===== config.mk =====
export PLATFORM = sky130hd
export DESIGN_NAME = seven_seg_scan_ctrl
export DESIGN_NICKNAME = d
export VERILOG_FILES = /design/src/rtl/seven_seg_scan_ctrl.sv
export SDC_FILE = /design/constraint.sdc
export NUM_CORES = 1
export LEC_CHECK = 0
export ABC_AREA = 1
export BUFFER_PORTS_ARGS = -buffer_cell sky130_fd_sc_hd__buf_2
export CAP_MARGIN = 20
export CELL_PAD_IN_SITES_DETAIL_PLACEMENT = 0
export CELL_PAD_IN_SITES_GLOBAL_PLACEMENT = 1
export CORE_ASPECT_RATIO = 1.1
export CORE_MARGIN = 4
export CORE_UTILIZATION = 50
export CTS_BUF_LIST = sky130_fd_sc_hd__clkbuf_2
export DETAILED_ROUTE_END_ITERATION = 12
export PLACE_DENSITY = 0.86
export SKIP_LAST_GASP = 1
export SYNTH_ARGS = -nofsm -noshare
export SYNTH_HDL_FRONTEND = slang
export SYNTH_SLANG_ARGS = --single-unit

===== constraint.sdc =====
create_clock -name clk -period 5.6 [get_ports clk]
set_input_delay 1.4 -clock clk [delete_from_list [all_inputs] [get_ports clk]]
set_output_delay 1.4 -clock clk [all_outputs]
set_load 0.05 [all_outputs]

===== src/rtl/seven_seg_scan_ctrl.sv =====
// Multiplexed N-digit seven-segment scan controller with PWM dimming,
// leading-zero suppression and frame-aligned double-buffered display data.
module seven_seg_scan_ctrl #(
    parameter int unsigned NUM_DIGITS       = 8,
    parameter int unsigned CLK_DIV          = 100000,
    parameter bit          ANODE_ACTIVE_LOW = 1'b1,
    parameter bit          SEG_ACTIVE_LOW   = 1'b1
) (
    input  logic                    clk,
    input  logic                    clr,
    input  logic [4*NUM_DIGITS-1:0] digits,
    input  logic [NUM_DIGITS-1:0]   dp,
    input  logic [NUM_DIGITS-1:0]   blank,
    input  logic                    lz_suppress,
    input  logic [3:0]              brightness,
    input  logic                    load,
    output logic                    ready,
    output logic                    frame_tick,
    output logic [NUM_DIGITS-1:0]   AN,
    output logic [6:0]              CA,
    output logic                    DP
);

    localparam int unsigned CNT_W    = $clog2(CLK_DIV);
    localparam int unsigned IDX_W    = $clog2(NUM_DIGITS);
    localparam int unsigned DAT_W    = 4 * NUM_DIGITS;
    localparam int unsigned PWM_STEP = CLK_DIV / 16;

    localparam logic [NUM_DIGITS-1:0] AN_OFF = ANODE_ACTIVE_LOW ? '1 : '0;
    localparam logic [6:0]            CA_OFF = SEG_ACTIVE_LOW ? 7'h7F : 7'h00;
    localparam logic                  DP_OFF = SEG_ACTIVE_LOW;

    // Hex to segments, bit order gfedcba, active-high
    function automatic logic [6:0] hex_to_seg(input logic [3:0] v);
        case (v)
            4'h0: hex_to_seg = 7'h3F;
            4'h1: hex_to_seg = 7'h06;
            4'h2: hex_to_seg = 7'h5B;
            4'h3: hex_to_seg = 7'h4F;
            4'h4: hex_to_seg = 7'h66;
            4'h5: hex_to_seg = 7'h6D;
            4'h6: hex_to_seg = 7'h7D;
            4'h7: hex_to_seg = 7'h07;
            4'h8: hex_to_seg = 7'h7F;
            4'h9: hex_to_seg = 7'h6F;
            4'hA: hex_to_seg = 7'h77;
            4'hB: hex_to_seg = 7'h7C;
            4'hC: hex_to_seg = 7'h39;
            4'hD: hex_to_seg = 7'h5E;
            4'hE: hex_to_seg = 7'h79;
            default: hex_to_seg = 7'h71;
        endcase
    endfunction

    logic [CNT_W-1:0]      slot_q, slot_d;
    logic [IDX_W-1:0]      idx_q, idx_d;
    logic                  valid_q, valid_d;
    logic [DAT_W-1:0]      pend_dig_q, pend_dig_d;
    logic [NUM_DIGITS-1:0] pend_dp_q, pend_dp_d;
    logic [NUM_DIGITS-1:0] pend_blank_q, pend_blank_d;
    logic                  pend_lz_q, pend_lz_d;
    logic [DAT_W-1:0]      act_dig_q, act_dig_d;
    logic [NUM_DIGITS-1:0] act_dp_q, act_dp_d;
    logic [NUM_DIGITS-1:0] act_blank_q, act_blank_d;
    logic                  act_lz_q, act_lz_d;
    logic                  ready_q, ready_d;
    logic                  tick_q, tick_d;
    logic [NUM_DIGITS-1:0] an_q, an_d;
    logic [6:0]            ca_q, ca_d;
    logic                  dp_q, dp_d;

    logic                  slot_wrap_c;
    logic                  frame_wrap_c;
    logic [3:0]            nib_c [NUM_DIGITS];
    logic [NUM_DIGITS-1:0] lz_dark_c;
    logic                  zero_run_c;
    logic [CNT_W:0]        pwm_lim_c;
    logic                  pwm_on_c;
    logic                  seg_on_c;
    logic                  dp_on_c;
    logic [NUM_DIGITS-1:0] an_raw_c;
    logic [6:0]            seg_raw_c;

    // Scan counters and load/commit handshake
    always_comb begin
        slot_d       = slot_q + CNT_W'(1);
        idx_d        = idx_q;
        valid_d      = valid_q;
        pend_dig_d   = pend_dig_q;
        pend_dp_d    = pend_dp_q;
        pend_blank_d = pend_blank_q;
        pend_lz_d    = pend_lz_q;
        act_dig_d    = act_dig_q;
        act_dp_d     = act_dp_q;
        act_blank_d  = act_blank_q;
        act_lz_d     = act_lz_q;

        slot_wrap_c  = (slot_q == CNT_W'(CLK_DIV - 1));
        frame_wrap_c = slot_wrap_c && (idx_q == IDX_W'(NUM_DIGITS - 1));

        if (slot_wrap_c) begin
            slot_d = '0;
            idx_d  = frame_wrap_c ? '0 : idx_q + IDX_W'(1);
        end

        if (frame_wrap_c && valid_q) begin
            act_dig_d   = pend_dig_q;
            act_dp_d    = pend_dp_q;
            act_blank_d = pend_blank_q;
            act_lz_d    = pend_lz_q;
            valid_d     = 1'b0;
        end

        // Pending slot only accepts data while empty; a same-edge commit cannot occur then
        if (load && !valid_q) begin
            pend_dig_d   = digits;
            pend_dp_d    = dp;
            pend_blank_d = blank;
            pend_lz_d    = lz_suppress;
            valid_d      = 1'b1;
        end

        ready_d = !valid_d;
        tick_d  = frame_wrap_c;
    end

    // Digit selection, suppression, PWM gating and output polarity
    always_comb begin
        zero_run_c = 1'b1;
        lz_dark_c  = '0;
        for (int i = int'(NUM_DIGITS) - 1; i >= 0; i--) begin
            nib_c[i]     = act_dig_q[4*i +: 4];
            zero_run_c   = zero_run_c && (nib_c[i] == 4'h0);
            lz_dark_c[i] = act_lz_q && zero_run_c && (i != 0);
        end

        pwm_lim_c = (CNT_W + 1)'((32'(brightness) + 32'd1) * PWM_STEP);
        pwm_on_c  = ({1'b0, slot_q} < pwm_lim_c);

        seg_on_c = pwm_on_c && !act_blank_q[idx_q] && !lz_dark_c[idx_q];
        dp_on_c  = pwm_on_c && !act_blank_q[idx_q] && act_dp_q[idx_q];

        an_raw_c = '0;
        if (seg_on_c || dp_on_c) begin
            an_raw_c[idx_q] = 1'b1;
        end
        seg_raw_c = seg_on_c ? hex_to_seg(nib_c[idx_q]) : 7'h00;

        an_d = ANODE_ACTIVE_LOW ? ~an_raw_c : an_raw_c;
        ca_d = SEG_ACTIVE_LOW ? ~seg_raw_c : seg_raw_c;
        dp_d = SEG_ACTIVE_LOW ? ~dp_on_c : dp_on_c;
    end

    always_ff @(posedge clk or negedge clr) begin
        if (!clr) begin
            slot_q       <= '0;
            idx_q        <= '0;
            valid_q      <= 1'b0;
            pend_dig_q   <= '0;
            pend_dp_q    <= '0;
            pend_blank_q <= '1;
            pend_lz_q    <= 1'b0;
            act_dig_q    <= '0;
            act_dp_q     <= '0;
            act_blank_q  <= '1;
            act_lz_q     <= 1'b0;
            ready_q      <= 1'b1;
            tick_q       <= 1'b0;
            an_q         <= AN_OFF;
            ca_q         <= CA_OFF;
            dp_q         <= DP_OFF;
        end else begin
            slot_q       <= slot_d;
            idx_q        <= idx_d;
            valid_q      <= valid_d;
            pend_dig_q   <= pend_dig_d;
            pend_dp_q    <= pend_dp_d;
            pend_blank_q <= pend_blank_d;
            pend_lz_q    <= pend_lz_d;
            act_dig_q    <= act_dig_d;
            act_dp_q     <= act_dp_d;
            act_blank_q  <= act_blank_d;
            act_lz_q     <= act_lz_d;
            ready_q      <= ready_d;
            tick_q       <= tick_d;
            an_q         <= an_d;
            ca_q         <= ca_d;
            dp_q         <= dp_d;
        end
    end

    assign ready      = ready_q;
    assign frame_tick = tick_q;
    assign AN         = an_q;
    assign CA         = ca_q;
    assign DP         = dp_q;

endmodule


==> results.txt, run 1 <==
----------------------------------------------------
[Run status]
  Status ... completed

[Synthesis]
  Distinct cells, synth ... 52
  Synthesized netlist net count ... 905
  Sequential element share of the synthesized area ... 46.58%
  Number of flops mapped to enable cells by yosys ... 0
  Post-Syn Instances ... ~790
  Number of synthesis warnings ... 0
  Post-synthesis instance area ... 0.007448 mm^2
  Share of flip-flops with an asynchronous set or reset after synthesis ... 100.0%
  Commonest register cell after synthesis ... sky130_fd_sc_hd__dfrtp_1
  Avg Cell Area, Syn ... 9.405 um^2
  Flip-flop and latch count after synthesis ... 137

[Die]
  Die span in y ... 136.0 um
  Total number of placement rows ... 46
  Initial cell density of the core ... between 50% and 60%
  Placeable Area ... between 0.01 and 0.015 mm^2
  Boundary Pins ... 74
  Die area ... 0.01692 mm^2
  Die X-Extent ... 124.4 um

[Worst setup path]
  Critical Path RT ... slightly above 6 ns
  Slowest cell on crit path ... sky130_fd_sc_hd__xor2_1
  Dominant delay contributor by cell family on the critical path ... adder cells
  Register-to-register setup slack ... 2.90 ns
  Number of buffer and inverter stages on the critical path ... 2
  Critical Path Most Common Cell ... sky130_fd_sc_hd__nand2_1
  Timing startpoint of the critical path ... brightness[0]
  Delay of the slowest cell on the worst path ... 0.38 ns
  Critical setup path kind ... in -> reg
  R2R depth ... 5
  Startpoint of the lowest-slack register-to-register path ... idx_q[0]$_DFFE_PN0N_
  Category of the worst setup path capture point ... flip-flop
  Endpoint of the worst register-to-register path ... act_dig_q[2]$_DFFE_PN0P_
  Crit path launch type ... input pin
  Maximum fanout count along the critical path ... 8
  Timing endpoint of the critical path ... CA[5]$_DFF_PN1_
  Arrival time of the worst setup path ... ~5.5 ns
  Cell count along the critical path ... 26

[Run]
  Reported max-cap violation count ... 0

[Placed design]
  Final weighted congestion in routability-driven placement ... 0.9118
  HPWL after detailed placement ... 11880 um
  Count of port buffers added during placement ... 73
  Number of placed cells counting well taps ... 1043

[Timing]
  Headroom to the max-slew limit ... 38.80%
  Number of setup violations in the final report ... 0
  Fmax achieved ... approximately 0.21 GHz
  Clock period minus final worst setup slack ... between 4 and 5 ns
  Maximum clock skew at final layout ... 0.03722 ns
  Post-route setup TNS ... 0 ns
  Total count of hold-check failures in the final report ... 0
  Period utilisation layout ... 86.44%
  Slew of the pin with the lowest slew margin ... 0.9181 ns
  Unrepaired setup endpoints after global routing ... false
  Slew Limit Fails ... 0

[Pwr]
  Design Power ... 0.001942 W
  Leakage power ... ~5 nW
  Power Dens Cells ... ~230 mW/mm^2
  Worst ir drop on vdd ... 0.1719 mV

[Global route]
  Global-route wire length before repair ... ~27000 um
  Total routing resource utilization after global routing ... between 10% and 20%
  Number of antenna violations at the first check in global routing ... 0
  Number of global-route vias before repair ... 5606
  Pin count of the biggest net entering global routing ... 86
  Overall overflow remaining after global route ... 0

[Layout]
  Antenna cells ... 0
  Final nets ... 984
  Number of fillers in the final layout ... approximately 1300
  Top library cells by usage in the layout, fill and taps aside ... sky130_fd_sc_hd__inv_1 (152), sky130_fd_sc_hd__nand2_1 (125), sky130_fd_sc_hd__dfrtp_1 (104)
  Share of the core filled with cells ... 57.21%
  Post-route insts no fill ... 1076
  Fraction of layout cells with a size suffix above 1 ... 23.98%
  Most common library cell in the layout ignoring fill and taps ... sky130_fd_sc_hd__inv_1
  Area added between synthesis and finish ... 11.41%

[Clocking]
  Clock tree sinks ... 137
  CTS clock-pin slew for the worst setup and hold paths ... 0.20 ns
  Clock tree from TritonCTS ... done
  Inserted Clock Buffers ... 17
  Clk Tree Root Cell ... sky130_fd_sc_hd__clkbuf_2
  Number of resized instances in the post-cts repair step ... 0
  CTS Hold Bufs ... 0
  Clock latency on the worst-skew pair ... 0.73 ns
  Number of buffers between clock root and the deepest sink ... 2
  Post-CTS repair timing setup buffer count ... 0
  Clock H-tree levels ... 4

[Drt]
  Via/cell ratio ... slightly above 5
  Detail Route Antenna Nets ... 0
  First-pass iteration count of the detailed router ... 5
  Iteration-0 DRC count of the detailed router ... between 300 and 400
  Detail-routed net length per standard cell ... between 10 and 15 um
  Via total after detailed routing ... 5552
  Sum of routed wire length over all layers ... around 16000 um
  Residual DRC ... 0

[Hold path]
  Type of the tightest min-delay check ... reg -> reg

----------------------------------------------------
-- stage by stage --
step	setup WS, ns	hold slack, ns	instance area [um^2]
global route	0.3543	0.4982	8298
floorplan	0.6949	0.4289	7448
global placement	0.1773	0.4402	7969
finish	0.7593	0.4747	8298
detailed placement	0.01110	0.4526	7969
CTS	0.8067	0.4767	8278
-- cell families (layout without fill, tap and decap cells) --
logic type      count (synthesis)  after routing  share of synthesized area [%]
mux                            62             62                          9.155
simple gates                  210            210                          12.75
compound gates                133            133                          10.35
flops                         137            137                          46.58
fa+ha+maj                      57             57                          9.676
xor+xnor                       16             16                          1.881
buf+inv                       177            269                          9.608
-- power by group --
| part | switching (W) | total, W | internal [W] |
|---|---|---|---|
| clock network | 0.000377 | 0.000716 | 0.000339 |
| registers | 0.0000000764 | 0.000993 | 0.000993 |
| logic | 0.000141 | 0.000233 | 0.0000925 |
-- synth_stat cells, types with 2 or more instances --
library cell | n | area share [%]
sky130_fd_sc_hd__inv_1 | 152 | 7.7
sky130_fd_sc_hd__nand2_1 | 126 | 6.3
sky130_fd_sc_hd__dfrtp_1 | 104 | 35
sky130_fd_sc_hd__ha_1 | 56 | 9.4
sky130_fd_sc_hd__o21ai_0 | 55 | 3.7
sky130_fd_sc_hd__mux2_2 | 49 | 7.4
sky130_fd_sc_hd__dfstp_2 | 33 | 12
sky130_fd_sc_hd__nor2_1 | 32 | 1.6
sky130_fd_sc_hd__a21oi_1 | 24 | 1.6
sky130_fd_sc_hd__nand3_1 | 21 | 1.4
sky130_fd_sc_hd__o22ai_1 | 15 | 1.3
sky130_fd_sc_hd__mux2i_1 | 13 | 1.7
sky130_fd_sc_hd__xor2_1 | 11 | 1.3
sky130_fd_sc_hd__nand4_1 | 9 | 0.76
sky130_fd_sc_hd__o21ai_1 | 9 | 0.60
sky130_fd_sc_hd__o2111ai_1 | 8 | 0.94
sky130_fd_sc_hd__inv_2 | 6 | 0.30
sky130_fd_sc_hd__buf_1 | 5 | 0.25
sky130_fd_sc_hd__nor3_1 | 5 | 0.34
sky130_fd_sc_hd__xnor2_1 | 5 | 0.59
sky130_fd_sc_hd__a22oi_1 | 4 | 0.40
sky130_fd_sc_hd__buf_6 | 4 | 0.60
sky130_fd_sc_hd__a21o_1 | 3 | 0.30
sky130_fd_sc_hd__a31oi_1 | 3 | 0.25
sky130_fd_sc_hd__buf_2 | 3 | 0.20
sky130_fd_sc_hd__clkbuf_1 | 3 | 0.15
sky130_fd_sc_hd__o211ai_1 | 3 | 0.30
sky130_fd_sc_hd__a221oi_1 | 2 | 0.24
sky130_fd_sc_hd__nand2_4 | 2 | 0.30
sky130_fd_sc_hd__nand3_2 | 2 | 0.27
sky130_fd_sc_hd__nand3b_1 | 2 | 0.20
sky130_fd_sc_hd__nor2_2 | 2 | 0.17
sky130_fd_sc_hd__o21bai_1 | 2 | 0.20
-- how the worst min path moves through the flow --
stage,start,to,slack (ns),cells after the start
2_1_floorplan,slot_q[0]$_DFF_PN0_,slot_q[0]$_DFF_PN0_,0.43,1
3_3_place_gp,slot_q[0]$_DFF_PN0_,slot_q[0]$_DFF_PN0_,0.44,1
3_5_place_dp,slot_q[0]$_DFF_PN0_,slot_q[0]$_DFF_PN0_,0.45,1
4_1_cts,slot_q[0]$_DFF_PN0_,slot_q[0]$_DFF_PN0_,0.48,1
5_1_grt,slot_q[0]$_DFF_PN0_,slot_q[0]$_DFF_PN0_,0.50,1
6_report,slot_q[0]$_DFF_PN0_,slot_q[0]$_DFF_PN0_,0.47,1
-- worst reg2reg max path, cell delays in order, from the launching register on --
cell and delay, ns:
sky130_fd_sc_hd__dfrtp_1 0.77, sky130_fd_sc_hd__ha_1 0.27, sky130_fd_sc_hd__ha_1 0.29, sky130_fd_sc_hd__nand3_4 0.70, sky130_fd_sc_hd__o21ai_0 0.49, sky130_fd_sc_hd__inv_1 0.08
-- area by class of cell --
| type | count | area [um^2] | area share (%) |
|---|---|---|---|
| clock inverter | 15 | 224.0 | 2.699 |
| inverter | 161 | 610.6 | 7.358 |
| tap | 192 | 240.2 | 2.895 |
| sequential | 137 | 3470 | 41.81 |
| multi-input combinational | 478 | 3266 | 39.35 |
| clock buffer | 17 | 85.08 | 1.025 |
| timing repair buffer | 76 | 402.9 | 4.855 |
-- state kept, by name, indices dropped and copies added (netlist names) --
register	count
frame_tick	1
pend_dp_q	8
valid_q	1
act_dp_q	8
act_blank_q	8
AN	8
slot_q	17
DP	1
act_dig_q	32
CA	7
ready	1
pend_lz_q	1
pend_dig_q	32
pend_blank_q	8
idx_q	3
act_lz_q	1
-- per-layer routing --
metal	GRT usage, %	routed length (um)
met4	5.786	218
met1	24.68	6921
met5	0	0
met2	32.93	7647
met3	4.519	744
Note: power is estimated with default switching activity, not from simulation.
==> run 2, diff against run 1 <==
--- a/config.mk
+++ b/config.mk
@@ -8,14 +8,14 @@
 export ABC_AREA = 1
 export BUFFER_PORTS_ARGS = -buffer_cell sky130_fd_sc_hd__buf_2
 export CAP_MARGIN = 20
-export CELL_PAD_IN_SITES_DETAIL_PLACEMENT = 0
-export CELL_PAD_IN_SITES_GLOBAL_PLACEMENT = 1
+export CELL_PAD_IN_SITES_DETAIL_PLACEMENT = 2
+export CELL_PAD_IN_SITES_GLOBAL_PLACEMENT = 2
 export CORE_ASPECT_RATIO = 1.1
 export CORE_MARGIN = 4
-export CORE_UTILIZATION = 50
+export CORE_UTILIZATION = 42
 export CTS_BUF_LIST = sky130_fd_sc_hd__clkbuf_2
 export DETAILED_ROUTE_END_ITERATION = 12
-export PLACE_DENSITY = 0.86
+export PLACE_DENSITY = 0.88
 export SKIP_LAST_GASP = 1
 export SYNTH_ARGS = -nofsm -noshare
 export SYNTH_HDL_FRONTEND = slang
==> run 2 against run 1 <==
Net effect: clock power fell by 12%; core utilization fell by 9.0 points; sequential power hardly changed; critical path depth decreased by 3; final cell count grew 3.9%; highest routed layer unchanged; sequential share of layout area up 0.057 points; largest cell class unchanged; clock-buffer cell count up 1.
==> results.txt, run 2 (same netlist as run 1, synthesis figures left out) <==
----------------------------------------------------
[Layout]
  Number of fillers in the final layout ... 1862 (was 1324)
  Final nets ... 983 (was 984)
  Final instance area ... 0.008287 mm^2 (was 0.008298 mm^2)
  Top Registers ... act_dig_q (32), pend_dig_q (32), slot_q (17) (unchanged)
  Most common library cell in the layout ignoring fill and taps ... sky130_fd_sc_hd__inv_1 (unchanged)
  Top library cells by usage in the layout, fill and taps aside ... sky130_fd_sc_hd__inv_1 (152), sky130_fd_sc_hd__nand2_1 (125), sky130_fd_sc_hd__dfrtp_1 (104) (unchanged)
  Fraction of layout cells with a size suffix above 1 ... 23.67% (was 23.98%)
  Area added between synthesis and finish ... 11.25% (was 11.41%)

[Drt]
  Residual DRC ... 0 (unchanged)
  Detail-routed net length per standard cell ... 19.92 um (was 14.43 um)
  First-pass iteration count of the detailed router ... 4 (was 5)
  Sum of routed wire length over all layers ... 22270 um (was 15530 um)
  Iteration-0 DRC count of the detailed router ... 226 (was 379)
  Detail Route Antenna Nets ... 0 (unchanged)
  Via total after detailed routing ... 5919 (was 5552)
  Via/cell ratio ... 5.294 (was 5.160)

[Clocking]
  CTS clock-pin slew for the worst setup and hold paths ... 0.21 ns (was 0.20 ns)
  Post-CTS repair timing setup buffer count ... 0 (unchanged)
  Clock latency on the worst-skew pair ... 0.74 ns (was 0.73 ns)
  Clk Tree Root Cell ... sky130_fd_sc_hd__clkbuf_2 (unchanged)
  Inserted Clock Buffers ... 17 (unchanged)
  Number of resized instances in the post-cts repair step ... 0 (unchanged)
  Clock tree sinks ... 137 (unchanged)
  Number of buffers between clock root and the deepest sink ... 2 (unchanged)
  Clock tree from TritonCTS ... done (unchanged)
  Clock H-tree levels ... 4 (unchanged)
  CTS Hold Bufs ... 0 (unchanged)

[Timing]
  Total count of hold-check failures in the final report ... 0 (unchanged)
  Slew of the pin with the lowest slew margin ... 1.003 ns (was 0.9181 ns)
  Period utilisation layout ... 91.86% (was 86.44%)
  Number of setup violations in the final report ... 0 (unchanged)
  Slew Limit Fails ... 0 (unchanged)
  Headroom to the max-slew limit ... 33.11% (was 38.80%)
  Maximum clock skew at final layout ... 0.04249 ns (was 0.03722 ns)
  Post-route setup TNS ... 0 ns (unchanged)
  Setup slack after layout ... 0.4559 ns (was 0.7593 ns)
  Unrepaired setup endpoints after global routing ... false (unchanged)
  Fmax achieved ... 0.1944 GHz (was 0.2066 GHz)
  Clock period minus final worst setup slack ... 5.144 ns (was 4.841 ns)

[Worst setup path]
  R2R depth ... 10 (was 5)
  Crit path launch type ... input pin (unchanged)
  Critical Path Most Common Cell ... sky130_fd_sc_hd__ha_1 (was sky130_fd_sc_hd__nand2_1)
  Delay of the slowest cell on the worst path ... 0.42 ns (was 0.38 ns)
  Arrival time of the worst setup path ... 5.81 ns (was 5.46 ns)
  Cell count along the critical path ... 23 (was 26)
  Worst-path cell chain ... buf_2 -> ha_1 -> xor2_1 -> ha_1 -> xnor2_1 -> ha_1 -> ha_1 -> ha_1 -> a21oi_1 -> o21bai_1 -> a21oi_1 -> o21ai_0 -> xor2_1 -> ha_1 -> a21oi_1 -> o21a_1 -> nand2_1 -> nand2_1 -> nand2_1 -> nand2_1 -> nand2_1 -> a21oi_2 -> nand3_1
  Critical setup path kind ... in -> reg (unchanged)
  Category of the worst setup path capture point ... flip-flop (unchanged)
  Critical Path RT ... 6.27 ns (was 6.22 ns)
  Number of buffer and inverter stages on the critical path ... 1 (was 2)
  Dominant delay contributor by cell family on the critical path ... adder cells (unchanged)
  Maximum fanout count along the critical path ... 8 (unchanged)
  Slowest cell on crit path ... sky130_fd_sc_hd__xor2_1 (unchanged)

[Placed design]
  Post-Place Worst Slack ... -0.3472 ns (was 0.01110 ns)
  HPWL after detailed placement ... 16660 um (was 11880 um)
  Total placed instance area ... 0.008018 mm^2 (was 0.007969 mm^2)
  Count of port buffers added during placement ... 73 (unchanged)
  Final weighted congestion in routability-driven placement ... 0.7990 (was 0.9118)

[Die]
  Boundary Pins ... 74 (unchanged)
  Placeable Area ... 0.01720 mm^2 (was 0.01450 mm^2)
  Die X-Extent ... 135.0 um (was 124.4 um)
  Initial cell density of the core ... 43.29% (was 51.35%)
  Die area ... 0.01993 mm^2 (was 0.01692 mm^2)
  Total number of placement rows ... 50 (was 46)
  Die span in y ... 147.7 um (was 136.0 um)

[Global route]
  Total routing resource utilization after global routing ... 23.56% (was 19.32%)
  Pin count of the biggest net entering global routing ... 92 (was 86)
  Number of antenna violations at the first check in global routing ... 1 (was 0)
  Global-route wire length before repair ... 36780 um (was 26800 um)
  Number of global-route vias before repair ... 7013 (was 5606)
  Overall overflow remaining after global route ... 0 (unchanged)

[Pwr]
  Worst ir drop on vdd ... 0.1349 mV (was 0.1719 mV)
  Power Dens Cells ... 227.4 mW/mm^2 (was 234.0 mW/mm^2)
  Leakage power ... 4.919 nW (was 4.945 nW)
  Design Power ... 0.001884 W (was 0.001942 W)

[Hold path]
  Hold path cells ... 1 (unchanged)
  Type of the tightest min-delay check ... reg -> reg (unchanged)

[Run status]
  Status ... completed (unchanged)

[Run]
  Reported max-cap violation count ... 0 (unchanged)

----------------------------------------------------
==> run 2: layout make-up <==
| type | count | area (um^2) | share of cell area (%) |
|---|---|---|---|
| Clock buffer | 18 | 90.09 | 1.087 |
| Timing Repair Buffer | 75 | 399.1 | 4.817 |
| Inverter | 161 | 610.6 | 7.368 |
| Clock inverter | 14 | 156.4 | 1.887 |
| Multi-Input combinational cell | 478 | 3266 | 39.41 |
| Sequential cell | 137 | 3470 | 41.87 |
| Tap cell | 234 | 292.8 | 3.533 |
| Antenna cell | 1 | 2.502 | 0.03020 |
==> run 2: path summary, 6_finish.rpt <==
check | slack, ns | to | from
max in group asynchronous | 3.75 | AN[7]$_DFF_PN1_ | clr
min in group asynchronous | 0.69 | act_dp_q[2]$_DFFE_PN0P_ | clr
hold / removal | 0.50 | slot_q[0]$_DFF_PN0_ | slot_q[0]$_DFF_PN0_
setup / recovery | 0.46 | CA[3]$_DFF_PN1_ | brightness[0]
hold reg to reg | 0.50 | slot_q[0]$_DFF_PN0_ | slot_q[0]$_DFF_PN0_
setup reg to reg | 2.64 | CA[1]$_DFF_PN1_ | idx_q[0]$_DFFE_PN0N_
==> run 2: metrics by stage <==
step,instances,util (%),hold slack [ns]
floorplan,792,-,0.4289
global placement,1084,46.60,0.4415
detailed placement,1084,46.60,0.4794
CTS,1116,48.04,0.5030
global route,1118,48.17,0.5270
finish,1118,48.17,0.5018
==> run 2: power by group <==
| group | total, W | internal [W] | switching (W) |
|---|---|---|---|
| registers | 0.000993 | 0.000993 | 0.0000000594 |
| logic | 0.000259 | 0.0000961 | 0.000163 |
| clock network | 0.000632 | 0.000244 | 0.000388 |
| total | 0.00188 | 0.00133 | 0.000551 |
==> run 2: metal layers <==
metal | wire [um] | track usage (%)
met5 | 0 | 0
met4 | 554 | 8.317
met3 | 700 | 3.608
met2 | 12290 | 44.52
met1 | 8721 | 26.72
